### src/rtl/pwm_seno_multicanal.sv
// Multi-channel sine-modulated PWM: one shared carrier counter and sine index,
// per-channel phase offset and amplitude scaling, duties reloaded only at frame ends.
module pwm_seno_multicanal #(
   parameter int R     = 6,
   parameter int NW    = 12,
   parameter int CH    = 3,
   parameter int DEPTH = 36,
   parameter int PW    = 6
) (
   input  logic          clk,
   input  logic          rst_n,
   input  logic          en,
   input  logic [NW-1:0] n_div,
   input  logic [PW-1:0] phase_step,
   input  logic [R-1:0]  amp,
   output logic [CH-1:0] pwm_out,
   output logic [PW-1:0] idx,
   output logic          frame_tick,
   output logic          cycle_tick
);

   // round(63*(0.5+0.5*sin(2*pi*i/36))), tabulated for the default R=6, DEPTH=36
   localparam logic [5:0] SINE_TAB [36] = '{
      6'd32, 6'd37, 6'd42, 6'd47, 6'd52, 6'd56, 6'd59, 6'd61, 6'd63,
      6'd63, 6'd63, 6'd61, 6'd59, 6'd56, 6'd52, 6'd47, 6'd42, 6'd37,
      6'd32, 6'd26, 6'd21, 6'd16, 6'd11, 6'd7,  6'd4,  6'd2,  6'd0,
      6'd0,  6'd0,  6'd2,  6'd4,  6'd7,  6'd11, 6'd16, 6'd21, 6'd26
   };

   // Both operands are already < DEPTH, so one conditional subtract wraps the sum.
   function automatic logic [PW-1:0] mod_add(input logic [PW-1:0] a, input logic [PW-1:0] b);
      logic [PW:0] s;
      s = {1'b0, a} + {1'b0, b};
      if (s >= (PW+1)'(DEPTH)) s = s - (PW+1)'(DEPTH);
      return s[PW-1:0];
   endfunction

   function automatic logic [R-1:0] scale_duty(input logic [R-1:0] s, input logic [R-1:0] a);
      logic [2*R:0] p;
      p = {{(R+1){1'b0}}, s} * {{R{1'b0}}, ({1'b0, a} + (R+1)'(1))};
      return p[2*R-1:R];
   endfunction

   logic [R-1:0]  cnt_q;
   logic [NW-1:0] n_q;
   logic [NW-1:0] n_div_q;
   logic [PW-1:0] idx_q;
   logic [R-1:0]  duty_q [CH];
   logic [R-1:0]  duty_d [CH];
   logic [CH-1:0] pwm_q;
   logic          frame_tick_q;
   logic          cycle_tick_q;

   logic          frame_end;
   logic          intv_end;
   logic          idx_wrap;
   logic [PW-1:0] idx_adv;
   logic [PW-1:0] idx_d;
   logic [PW-1:0] ps_eff;
   logic [NW-1:0] n_div_eff;

   assign frame_end = en && (cnt_q == '1);
   assign intv_end  = frame_end && (({1'b0, n_q} + (NW+1)'(1)) >= {1'b0, n_div_q});
   assign idx_wrap  = (idx_q == PW'(DEPTH-1));
   assign idx_adv   = idx_wrap ? '0 : idx_q + PW'(1);
   assign idx_d     = intv_end ? idx_adv : idx_q;
   assign ps_eff    = (phase_step >= PW'(DEPTH)) ? '0 : phase_step;
   assign n_div_eff = (n_div == '0) ? NW'(1) : n_div;

   // Duties for the frame that starts after this edge, from the post-update index.
   always_comb begin
      logic [PW-1:0] ch_idx;
      ch_idx = idx_d;
      for (int k = 0; k < CH; k++) begin
         duty_d[k] = scale_duty(SINE_TAB[ch_idx], amp);
         ch_idx    = mod_add(ch_idx, ps_eff);
      end
   end

   always_ff @(posedge clk or negedge rst_n) begin
      if (!rst_n) begin
         cnt_q        <= '0;
         n_q          <= '0;
         n_div_q      <= NW'(1);
         idx_q        <= '0;
         pwm_q        <= '0;
         frame_tick_q <= 1'b0;
         cycle_tick_q <= 1'b0;
         for (int k = 0; k < CH; k++) duty_q[k] <= '0;
      end else if (!en) begin
         cnt_q        <= '0;
         n_q          <= '0;
         n_div_q      <= n_div_eff;
         idx_q        <= '0;
         pwm_q        <= '0;
         frame_tick_q <= 1'b0;
         cycle_tick_q <= 1'b0;
         for (int k = 0; k < CH; k++) duty_q[k] <= '0;
      end else begin
         cnt_q        <= cnt_q + R'(1);
         frame_tick_q <= frame_end;
         cycle_tick_q <= intv_end && idx_wrap;
         for (int k = 0; k < CH; k++) pwm_q[k] <= (cnt_q < duty_q[k]);
         if (frame_end) begin
            if (intv_end) begin
               n_q     <= '0;
               idx_q   <= idx_adv;
               n_div_q <= n_div_eff;
            end else begin
               n_q <= n_q + NW'(1);
            end
            duty_q <= duty_d;
         end
      end
   end

   assign pwm_out    = pwm_q;
   assign idx        = idx_q;
   assign frame_tick = frame_tick_q;
   assign cycle_tick = cycle_tick_q;

endmodule
### config.mk
export PLATFORM = sky130hd
export DESIGN_NAME = pwm_seno_multicanal
export DESIGN_NICKNAME = d
export VERILOG_FILES = /design/src/rtl/pwm_seno_multicanal.sv
export SDC_FILE = /design/constraint.sdc
export NUM_CORES = 1
export LEC_CHECK = 0
export BUFFER_PORTS_ARGS = -buffer_cell sky130_fd_sc_hd__buf_2
export CORE_MARGIN = 3
export CORE_UTILIZATION = 60
export CTS_CLUSTER_DIAMETER = 80
export DETAILED_ROUTE_END_ITERATION = 12
export PLACE_DENSITY = 0.76
export SLEW_MARGIN = 20
export SYNTH_ARGS = -nofsm -noshare
export SYNTH_HDL_FRONTEND = slang
export SYNTH_SLANG_ARGS = --single-unit
export TNS_END_PERCENT = 5
### constraint.sdc
create_clock -name clk -period 29.9 [get_ports clk]
set_input_delay 5.98 -clock clk [delete_from_list [all_inputs] [get_ports clk]]
set_output_delay 5.98 -clock clk [all_outputs]
set_load 0.05 [all_outputs]
==> impl_metrics.toml <==
[clocking]
clock_latency_ns = 0.33
clock_sinks = 59
cts_buffers = 9
cts.clk_slew.worst_paths_ns = 0.05
ctsHoldBuffers = 0
cts_resized = 0
cts-root-buf = "clkbuf_16"
clockBufferDepth = 2
post-cts-setup-buffers = 0
h-tree-depth = 3
cts_tree = "built"

[global_routing]
grt_usage_pct = 26.01
antenna_found_initial = 0
grt_pass1_vias = 7481
overflow = 0
grt_max_degree = 60
grt_pass1_wl_um = 35480

[final_layout]
n_fill_cell = 1252
layout_common_cells = "nand2_1, inv_1, ha_1, nor2_1, fa_1"
n_antenna_cell = 0
layout_commonest_cell = "nand2_1"
nNetsFinal = 1301
syn2layout_area_growth_pct = 7.099
drive_gt1_share_pct = 10.73

[hold_path]
hold_path_depth = 1
whs_endpoint = "duty_q[3]$_DFFE_PN0P_"
hold_start = "duty_q[3]$_DFFE_PN0P_"
hp-class = "reg -> reg"

[sta]
holdWs_ns = 0.5065
fin_setup_tns_ns = 0
rsz0062_at_grt = "false"
fmax_mhz = 62.18
finalCritPeriodShare_pct = 53.79
slew_violations = 0
setup_viol = 0
relSlewSlack_pct = 33.99
finalHoldViolations = 0
min_period_ns = 16.08
tightest_slew_ns = 0.9797
skew_ns = 0.008348

[worst_setup_path]
r2r.worst_path.cells = 43
worstPathMaxFanout = 17
rr_endpoint = "duty_q[3]$_DFFE_PN0P_"
slowest_stage = "o311ai_2"
critPathRequiredTime_ns = 30.12
critPathKind = "in -> reg"
critical_path_arrival_ns = 16.30
rr_startpoint = "n_q[0]$_DFFE_PN0P_"
max_stage_delay_ns = 0.71
cp-start-kind = "primary input"
crit_path_end_kind = "flop"
rrSetupSlack_ns = 17.54

[floorplan]
start_util_pct = 61.49
row_count = 44
die_area_um2 = 16450
die_w_um = 128.3
core_um2 = 14590
ioPinCount = 38
fp.dieH_um = 128.3

[place]
routabilityCongestion = 0.9140
io_buffer_count = 37
hpwl_um = 15970

[yosys]
ys_seq_area_share_pct = 16.47
postSynth.asyncResetShare_pct = 100.0
synthesis.area_um2 = 8971
yosysWarnings = 0
yosysTopAreaCellShare_pct = 16.74
synth-edff-count = 0
ys_seq_elements = 59
synthesis.nets = 1274
ys_types = 93
syn_avg_cell_area_um2 = 8.400
synth.area.top_cells = "ha_1, dfrtp_1, fa_1"
synth_area_leader_cell = "ha_1"
synth_cells = 1068
synth_ff_type = "dfrtp_1"

[detailed_routing]
first_pass_iters = 5
drtAntennaViolNets = 0
drc_errors = 0
vias_per_cell = 5.809
wl_per_cell_um = 15.81
routed-via-count = 7459
routed_wl_um = 20310
drt_iter0_markers = 422

[power_and_ir_drop]
ir_drop_v = 0.00004528
powerDensity_nw_per_um2 = 49.57
power_mw = 0.4763
p_leak_nw = 4.629

[run]
drv_cap = 0

[outcome]
outcome = "completed"
==> how the worst max path moves through the flow <==
stage / start / to / slack, ns
6_report: en / duty_q[3]$_DFFE_PN0P_ / 13.82
5_1_grt: en / duty_q[3]$_DFFE_PN0P_ / 12.96
4_1_cts: en / duty_q[3]$_DFFE_PN0P_ / 13.88
3_5_place_dp: en / duty_q[3]$_DFFE_PN0P_ / 13.53
3_3_place_gp: en / duty_q[3]$_DFFE_PN0P_ / 13.83
2_1_floorplan: en / duty_q[3]$_DFFE_PN0P_ / 14.80
==> report_power, final <==
part	switching [mW]	internal [mW]
Clock	0.0337	0.0600
Combinational	0.176	0.123
Sequential	0.00120	0.0822
Total	0.211	0.265
==> cell families (layout without fill, tap and decap cells) <==
logic type | Yosys count | after routing | share of synthesized area, %
mux | 20 | 20 | 2.496
xor+xnor | 56 | 56 | 5.886
compound gates | 211 | 211 | 17.55
buf+inv | 156 | 188 | 6.778
simple gates | 387 | 387 | 20.92
flops | 59 | 59 | 16.47
fa+ha+maj | 179 | 179 | 29.90
==> registers in the layout (all words and copies together), names as in the netlist <==
| register | flops |
|---|---|
| n_q | 12 |
| n_div_q | 12 |
| idx | 6 |
| duty_q | 18 |
| cnt_q | 6 |
| cycle_tick | 1 |
| pwm_out | 3 |
| frame_tick | 1 |
==> per-layer routing <==
layer | vias to the layer above | global-route usage [%] | share of wire, %
met5 | - | 0 | 0
met4 | 0 | 6.929 | 1.7
li1 | 3697 | - | -
met1 | 3569 | 34.56 | 46
met3 | 30 | 3.542 | 4.6
met2 | 163 | 44.53 | 48
==> synth_stat cells, types with 11 or more instances <==
| library cell | number |
|---|---|
| nand2_1 | 138 |
| inv_1 | 122 |
| ha_1 | 120 |
| nor2_1 | 77 |
| fa_1 | 59 |
| dfrtp_1 | 58 |
| a21oi_1 | 50 |
| and2_1 | 37 |
| o21ai_0 | 35 |
| nand3_1 | 33 |
| xnor2_1 | 31 |
| clkbuf_1 | 23 |
| nor2b_1 | 20 |
| xor2_1 | 20 |
| or3_1 | 14 |
| mux2i_1 | 13 |
| a21o_1 | 12 |
| and3_1 | 12 |
| nor3_1 | 12 |
| a211oi_1 | 11 |
==> cell type report <==
type,count,area (µm²),share of cell area [%]
Sequential cell,59,1478,15.38
Clock inverter,3,15.01,0.1563
Multi-Input combinational cell,853,6904,71.86
Clock buffer,13,260.3,2.709
Tap cell,184,230.2,2.396
Timing Repair Buffer,44,237.7,2.474
Inverter,128,483.0,5.027
==> worst max-delay path, delay by kind of cell <==
kind | cells | cell delay (ns)
buffers and inverters | 5 | 0.67
AND/OR/NAND/NOR | 7 | 1.50
XOR/XNOR | 1 | 0.64
adder cells (fa/ha/maj) | 8 | 3.30
AO/OA/AOI/OAI | 14 | 3.60
multiplexers | 1 | 0.57
==> stage by stage <==
step	setup WS, ns	util, %	instance area [µm²]	cells
floorplan	14.80	-	8971	1068
global placement	13.83	63.92	9325	1268
detailed placement	13.53	63.97	9333	1268
CTS	13.88	65.86	9608	1284
global route	12.96	65.86	9608	1284
finish	13.82	65.86	9608	1284
No activity file was read; power rests on OpenSTA's default activity.
